## src/rtl/vedic_mult_pipe.sv

```systemverilog
// vedic_mult_pipe
//   Pipelined unsigned Urdhva-Tiryakbhyam (Vedic) multiplier with valid/ready
//   handshaking and an optional multiply-accumulate path.
//   Operands are split into four half-width partial products. Each one is
//   built by recursive Vedic decomposition down to 2x2 cells. The products
//   are then combined over three registered stages. Latency is 3 cycles and
//   throughput is one beat per cycle. One global advance enable either
//   shifts every stage or holds every stage.
//
// Compile-time option:
//   VEDIC_MAC_EN  when defined, adds the accumulator, sticky overflow and the
//                 in_acc/in_clr behaviour. When undefined, every beat returns
//                 its plain product and out_ovf is tied to 0.
//
// Parameters:
//   WIDTH    operand width, power of two, 4..32
//   GUARD_W  accumulator guard bits above 2*WIDTH, 0..16
//   OUT_W    result width, 2*WIDTH + GUARD_W
//
// Ports:
//   clk, rst            clock; asynchronous active-high reset
//   in_valid/in_ready   operand handshake
//   in_a, in_b          unsigned operands
//   in_acc, in_clr      MAC beat / start new accumulation
//   out_valid/out_ready result handshake
//   out_p               product or accumulated sum, zero-extended
//   out_ovf             sticky accumulator overflow
module vedic_mult_pipe #(
  parameter int WIDTH   = 8,
  parameter int GUARD_W = 8,
  localparam int OUT_W  = 2*WIDTH + GUARD_W
) (
  input  logic             clk,
  input  logic             rst,
  input  logic             in_valid,
  output logic             in_ready,
  input  logic [WIDTH-1:0] in_a,
  input  logic [WIDTH-1:0] in_b,
  input  logic             in_acc,
  input  logic             in_clr,
  output logic             out_valid,
  input  logic             out_ready,
  output logic [OUT_W-1:0] out_p,
  output logic             out_ovf
);

  localparam int HW = WIDTH/2;
  localparam int PW = 2*WIDTH;

  function automatic logic [OUT_W:0] acc_add(input logic [OUT_W-1:0] a,
                                             input logic [OUT_W-1:0] b);
    return {1'b0, a} + {1'b0, b};
  endfunction

  logic             adv;
  logic             vld_p0, vld_p1, vld_p2;
  logic [WIDTH-1:0] ll_c, hl_c, lh_c, hh_c;
  logic [WIDTH-1:0] ll_p0, hl_p0, lh_p0, hh_p0;
  logic [WIDTH-1:0] ll_p1, hh_p1;
  logic [WIDTH:0]   x_c, x_p1;
  logic [PW-1:0]    prod_c;
  logic [OUT_W-1:0] prod_ext;
  logic [OUT_W-1:0] res_c;
  logic [OUT_W-1:0] p_p2;

  // The output register is the only one that can refuse a beat, so its
  // occupancy alone gates the whole pipe (bubbles are not squeezed out).
  assign adv       = !vld_p2 || out_ready;
  assign in_ready  = adv;
  assign out_valid = vld_p2;
  assign out_p     = p_p2;

  vedic_core #(.N(HW)) u_ll (.a(in_a[HW-1:0]),     .b(in_b[HW-1:0]),     .p(ll_c));
  vedic_core #(.N(HW)) u_hl (.a(in_a[WIDTH-1:HW]), .b(in_b[HW-1:0]),     .p(hl_c));
  vedic_core #(.N(HW)) u_lh (.a(in_a[HW-1:0]),     .b(in_b[WIDTH-1:HW]), .p(lh_c));
  vedic_core #(.N(HW)) u_hh (.a(in_a[WIDTH-1:HW]), .b(in_b[WIDTH-1:HW]), .p(hh_c));

  // ---- Stage 1: half-width partial products ----
  always_ff @(posedge clk or posedge rst) begin
    if (rst)      vld_p0 <= 1'b0;
    else if (adv) vld_p0 <= in_valid;
  end

  always_ff @(posedge clk) begin
    if (adv) begin
      ll_p0 <= ll_c;
      hl_p0 <= hl_c;
      lh_p0 <= lh_c;
      hh_p0 <= hh_c;
    end
  end

  // ---- Stage 2: cross-term sum ----
  assign x_c = {1'b0, hl_p0} + {1'b0, lh_p0};

  always_ff @(posedge clk or posedge rst) begin
    if (rst)      vld_p1 <= 1'b0;
    else if (adv) vld_p1 <= vld_p0;
  end

  always_ff @(posedge clk) begin
    if (adv) begin
      ll_p1 <= ll_p0;
      x_p1  <= x_c;
      hh_p1 <= hh_p0;
    end
  end

  // ---- Stage 3: final product, optional accumulate, output register ----
  assign prod_c   = PW'(ll_p1) + (PW'(x_p1) << HW) + {hh_p1, {WIDTH{1'b0}}};
  assign prod_ext = OUT_W'(prod_c);

`ifdef VEDIC_MAC_EN
  logic             acc_p0, clr_p0, acc_p1, clr_p1;
  logic [OUT_W-1:0] acc_q, acc_d;
  logic             ovf_q, ovf_d, ovf_res_c, ovf_p2;
  logic [OUT_W:0]   sum_c;

  always_ff @(posedge clk) begin
    if (adv) begin
      acc_p0 <= in_acc;
      clr_p0 <= in_clr;
      acc_p1 <= acc_p0;
      clr_p1 <= clr_p0;
    end
  end

  assign sum_c = acc_add(acc_q, prod_ext);

  // Plain beats report the current sticky flag without touching it.
  always_comb begin
    acc_d     = acc_q;
    ovf_d     = ovf_q;
    res_c     = prod_ext;
    ovf_res_c = ovf_q;
    if (vld_p1 && acc_p1) begin
      if (clr_p1) begin
        acc_d = prod_ext;
        ovf_d = 1'b0;
      end else begin
        acc_d = sum_c[OUT_W-1:0];
        ovf_d = ovf_q | sum_c[OUT_W];
      end
      res_c     = acc_d;
      ovf_res_c = ovf_d;
    end
  end

  always_ff @(posedge clk or posedge rst) begin
    if (rst) begin
      acc_q  <= '0;
      ovf_q  <= 1'b0;
      ovf_p2 <= 1'b0;
    end else if (adv) begin
      acc_q  <= acc_d;
      ovf_q  <= ovf_d;
      ovf_p2 <= ovf_res_c;
    end
  end

  assign out_ovf = ovf_p2;
`else
  logic unused_mac;
  assign unused_mac = in_acc ^ in_clr;
  assign res_c      = prod_ext;
  assign out_ovf    = 1'b0;
`endif

  always_ff @(posedge clk or posedge rst) begin
    if (rst) begin
      vld_p2 <= 1'b0;
      p_p2   <= '0;
    end else if (adv) begin
      vld_p2 <= vld_p1;
      p_p2   <= res_c;
    end
  end

endmodule

// vedic_core
//   Combinational NxN unsigned Vedic multiplier. It splits recursively into
//   four N/2 products until it reaches the 2x2 vertical-crosswise cell.
//   Ports: a, b operands [N-1:0]; p product [2N-1:0].
module vedic_core #(
  parameter int N = 4
) (
  input  logic [N-1:0]   a,
  input  logic [N-1:0]   b,
  output logic [2*N-1:0] p
);

  localparam int H   = N/2;
  localparam int P_W = 2*N;

  if (N == 2) begin : g_cell
    logic c1;
    assign p[0]       = a[0] & b[0];
    assign {c1, p[1]} = {1'b0, a[1] & b[0]} + {1'b0, a[0] & b[1]};
    assign p[3:2]     = {1'b0, a[1] & b[1]} + {1'b0, c1};
  end else begin : g_split
    logic [N-1:0] ll, hl, lh, hh;
    logic [N:0]   x;
    vedic_core #(.N(H)) u_ll (.a(a[H-1:0]), .b(b[H-1:0]), .p(ll));
    vedic_core #(.N(H)) u_hl (.a(a[N-1:H]), .b(b[H-1:0]), .p(hl));
    vedic_core #(.N(H)) u_lh (.a(a[H-1:0]), .b(b[N-1:H]), .p(lh));
    vedic_core #(.N(H)) u_hh (.a(a[N-1:H]), .b(b[N-1:H]), .p(hh));
    assign x = {1'b0, hl} + {1'b0, lh};
    assign p = P_W'(ll) + (P_W'(x) << H) + {hh, {N{1'b0}}};
  end

endmodule

```

## config.mk

```make
export PLATFORM = sky130hd
export DESIGN_NAME = vedic_mult_pipe
export DESIGN_NICKNAME = d
export VERILOG_FILES = /design/src/rtl/vedic_mult_pipe.sv
export SDC_FILE = /design/constraint.sdc
export NUM_CORES = 1
export LEC_CHECK = 0
export BUFFER_PORTS_ARGS = -buffer_cell sky130_fd_sc_hd__buf_4
export CAP_MARGIN = 20
export CORE_UTILIZATION = 45
export CTS_CLUSTER_DIAMETER = 80
export DETAILED_ROUTE_END_ITERATION = 8
export RECOVER_POWER = 50
export SLEW_MARGIN = 20
export SYNTH_ARGS = -nofsm -noshare
export SYNTH_HDL_FRONTEND = slang
export SYNTH_SLANG_ARGS = --single-unit
```

## constraint.sdc

```tcl
create_clock -name clk -period 7 [get_ports clk]
set_input_delay 0.35 -clock clk [delete_from_list [all_inputs] [get_ports clk]]
set_output_delay 0.35 -clock clk [all_outputs]
set_load 0.01 [all_outputs]
```

Word-level counts from Yosys, hierarchy flattened

Cells that the tools add are included.
W data, S select, Z words.

Flip-flop bits (word level): 76
Bits of input ports: 22
Output and inout bits: 27
Word-level logic and storage cells: 124

Add/sub/neg operators: 47
Bitwise gates (word level): 64
Reductions and logical operators: 2

Operator list:

| operator           | number |
|---|---|
| $add A1 B1 Y2      | 32 |
| $and A1 B1 Y1      | 64 |
| $add A4 B7 Y8      | 4 |
| $add A8 B8 Y8      | 4 |
| $add A4 B4 Y5      | 4 |
| $add A14 B16 Y16   | 1 |
| $add A8 B13 Y14    | 1 |
| $add A8 B8 Y9      | 1 |
| $logic_not A1 Y1   | 1 |
| $logic_or A1 B1 Y1 | 1 |

Depth between registers and ports, before layout

Depth after elaboration: 6
Gate-level depth with buffers: 11
Mapped depth without buffers: 11

Hierarchy

Synthesis repeated with hierarchy kept, for this count alone.

Cells, all modules: 462
Area, all modules: 5250.0 µm²

Modules (own cells, without submodules):

| module                              | times used | cells each | area an instance (µm²) | seq. area each (µm²) |
|---|---|---|---|---|
| vedic_mult_pipe                     | 1          | 230        | 3203.1                 | 2187.1 |
| vedic_core at u_hh ...              | 4          | 34         | 311.5                  | 0.0 |
| vedic_core at u_hh.g_split.u_hh ... | 16         | 6          | 50.0                   | 0.0 |

Least setup slack after synthesis

No wires, ideal clock.

Kind: register -> register
Start: register vld_p2 (netlist: out_valid)
End: register hh_p0[0], enable pin
Library setup time: 0.448 ns
Data arrival time: 2.495 ns
Data required time: 6.552 ns
Setup slack: 4.057 ns
Cell stages (with the launch flop): 4
Buffers on the path: 1
Period minus slack after synthesis: 2.943 ns
Cell sequence: dfrtp_1 nor2b_1 inv_1 clkbuf_1

Longest elaborated chain between the ends: 2

Ends and longest elaborated chain:

| what                     | line | RTL |
|---|---|---|
| start: declaration       | 56   | `logic vld_p0, vld_p1, vld_p2;` |
| start signal: assignment | 174  | `vld_p2 <= vld_p1;` |
| $logic_not A1 Y1         | 68   | `assign adv = !vld_p2 \|\| out_ready;` |
| $logic_or A1 B1 Y1       | 68   |  |
| net in_ready             | 36   | `output logic in_ready,` |
| end signal: assignment   | 89   | `hh_p0 <= hh_c;` |
| end: declaration         | 58   | `logic [WIDTH-1:0] ll_p0, hl_p0, lh_p0, hh_p0;` |

The timed path passes the listed nets, and every way through them passes these cells.
A chain may end at the register's enable or synchronous reset.

Final worst setup path

Start: register vld_p2 (netlist: out_valid)
End: output in_ready

Longest elaborated chain between the ends: 2

Ends and longest elaborated chain:

| what               | line |
|---|---|
| $logic_not A1 Y1   | 68 |
| $logic_or A1 B1 Y1 | 68 |
| end: declaration   | 36 |

Every way passes these cells.

==> impl_results.md <==
- Cell with the most instances after synthesis: ha_1
- Slack of the worst reg-to-reg path: 4.75 ns
- CTS tree: yes
- I/O pins: 49
- First-pass GRT wire length: 14300 um
- Clock sink total: 76
- Final period utilization: 38.9%
- # Max-Cap Violations: 0
- Setup slack after placement: 4.12 ns
- CTS Root Cell: clkbuf_16
- Insertion delay to the later sink of the worst-skew pair: 0.33 ns
- R2r endpoint: out_p[13]
- HPWL Detailed: 6630 um
- Worst setup margin: 4.28 ns
- Worst clock skew: 0.00616 ns
- GRT Overall Usage: 16.1%
- Status: complete, no violations
- CTS hold repair buffers: 0
- Max Slew Vio Count: 0
- Register area share after synthesis: 42.6%
- Total wire length: 8670 um
- Post_cts resized: 0
- CP Max Fanout: 78
- Slew headroom: 42.5%
- VDD IR max: 0.200 mV
- Critical path class: reg -> out
- Synth warn: 0
- Die Y: 109 um
- Number of synthesized register bits: 76
- Nets@finish: 612
- Top post-synthesis cells by area: edfxtp_1 (33%), ha_1 (21%), dfrtp_1 (9.3%)
- Synth top area share: 33.4%
- TritonRoute pass-1 iters: 4
- Antenna violations before repair: 0
- Post-Syn Area: 5130 um2
- # setup viols final: 0
- Post-CTS Setup Bufs: 0
- DRC errors left: 0
- Setup crit start kind: flip-flop
- Count of different cell masters after synthesis: 35
- Vias in the first global route: 3070
- Via Count: 3235
- Antenna cells: 0
- Most frequent cells after synthesis: ha_1 (85), and2_1 (64), edfxtp_1 (57), nand2_1 (34), a21oi_1 (30)
- Share of post-route cells with drive strength above 1: 7.00%
- RSZ-0062 raised after global routing: false
- FMAX: 367 MHz
- Avg Inst Size Synth: 11.4 um2
- Core Area: 11000 um2
- Max Root-Sink Buffers: 2
- Initial Utilization: 46.7%
- Post-synthesis cell count: 450
- Layout area overhead: 12.5%
- Placer Congestion: 0.775
- Die W: 109 um
- Starting DRC count in detailed routing: 97
- Die area: 11800 um2
- CP Data Required Time: 6.65 ns
- Vias/cell: 5.05
- # rows: 38
- Worst Hold Class: in -> async
- Area leader, netlist: edfxtp_1
- Asr flop ratio synth: 25.0%
- CTS Buf Count: 9
- Post-DRT Antenna Nets: 0
- Leakage: 2.78 nW
- CP Data Arrival Time: 2.37 ns
- R2r startpoint: out_valid
- Setup TNS: 0 ns
- Predominant post-synthesis flop cell: edfxtp_1
- EDFF count, synth: 57
- Critical Path Sink Type: output port
- Finished Core Util: 52.5%
- Overflow after GRT: 0
- Worst-margin pin slew: 0.863 ns
- Reg2Reg Depth: 7
- Avg WL per Cell: 13.5 um
- H-tree depth: 3
- Pwr dens: 339 nW/um2
- Fin crit period: 2.72 ns
- Largest net degree at the start of global routing: 79
- Port Buf Inserts: 37
- Clock Pin Slew Worst Setup and Hold Paths: 0.06 ns
- Final Hold Viols: 0
==> state kept, by name, indices dropped and copies added (netlist names) <==
| signal | flops |
|---|---|
| ll_p0 | 8 |
| ll_p1 | 8 |
| lh_p0 | 8 |
| vld_p1 | 1 |
| out_p | 16 |
| hl_p0 | 8 |
| hh_p1 | 8 |
| x_p1 | 9 |
| vld_p0 | 1 |
| out_valid | 1 |
| hh_p0 | 8 |
==> kinds of logic after synthesis <==
family                     after synthesis  synth area share (%)
DFF                                     76                  42.6
xor gates and xnor gates                37                  6.32
and+or+nand+nor                        139                  14.2
muxes                                    2                 0.390
AOI/OAI and AO/OA                       73                  9.07
buffers and inverters                   27                  2.63
other                                    1                0.0731
adders and majority gates               95                  24.6
==> placed cells by master (no fill, tap or decap), types with 10 or more instances in the layout <==
cell and count:
a21o_1 19, buf_4 17, nor2_1 20, dfrtp_1 19, edfxtp_1 57, a21oi_1 30, clkbuf_1 21, ha_1 85
inv_1 14, fa_1 10, nand2_1 34, xnor2_1 22, xor2_1 15, and2_1 57
==> critical path, stage by stage, from the launching register on <==
cell,delay [ns]
dfrtp_1,0.37
nor2b_1,0.12
clkbuf_1,0.35
inv_1,0.21
buf_4,0.69
buf_4,0.25
==> stage by stage <==
step	cell area, um2	std cells	hold WS (ns)	power, mW
3_5_place_dp	5550	624	0.405	1.55
2_1_floorplan	5160	458	0.301	1.32
5_1_grt	5770	640	0.207	2.10
3_3_place_gp	5550	624	0.404	1.53
6_report	5770	640	0.125	1.96
4_1_cts	5850	640	0.144	2.03
==> routing by layer <==
metal | wire length, um | vias up | GRT usage (%)
met5 | 0 | - | 0
met2 | 4090 | 60 | 27.1
met1 | 4200 | 1492 | 20.5
li1 | - | 1671 | -
met3 | 242 | 12 | 2.93
met4 | 137 | 0 | 6.66
==> how the worst max path moves through the flow <==
stage,from,end,slack (ns),depth (start not counted)
global placement,in_a[5],hl_p0[7],4.14,10
CTS,in_a[1],ll_p0[7],4.47,10
global route,out_valid,in_ready,4.06,5
detailed placement,in_a[1],ll_p0[7],4.12,10
finish,out_valid,in_ready,4.28,5
floorplan,out_valid,hh_p0[0],4.06,3
==> report_power, final <==
group | switching (mW) | internal (mW)
Clock | 0.184 | 0.282
Sequential | 0.0671 | 0.702
Combinational | 0.419 | 0.303
Total | 0.670 | 1.29
==> cell type report <==
type | instances | area [um2]
clock buffer | 9 | 225
timing repair buffer | 39 | 214
tap | 140 | 175
fill | 1019 | 5210
multi-input combinational | 355 | 2830
inverter | 14 | 52.6
sequential | 76 | 2190
clock inverter | 7 | 82.6
No activity file was read; power rests on OpenSTA's default activity.
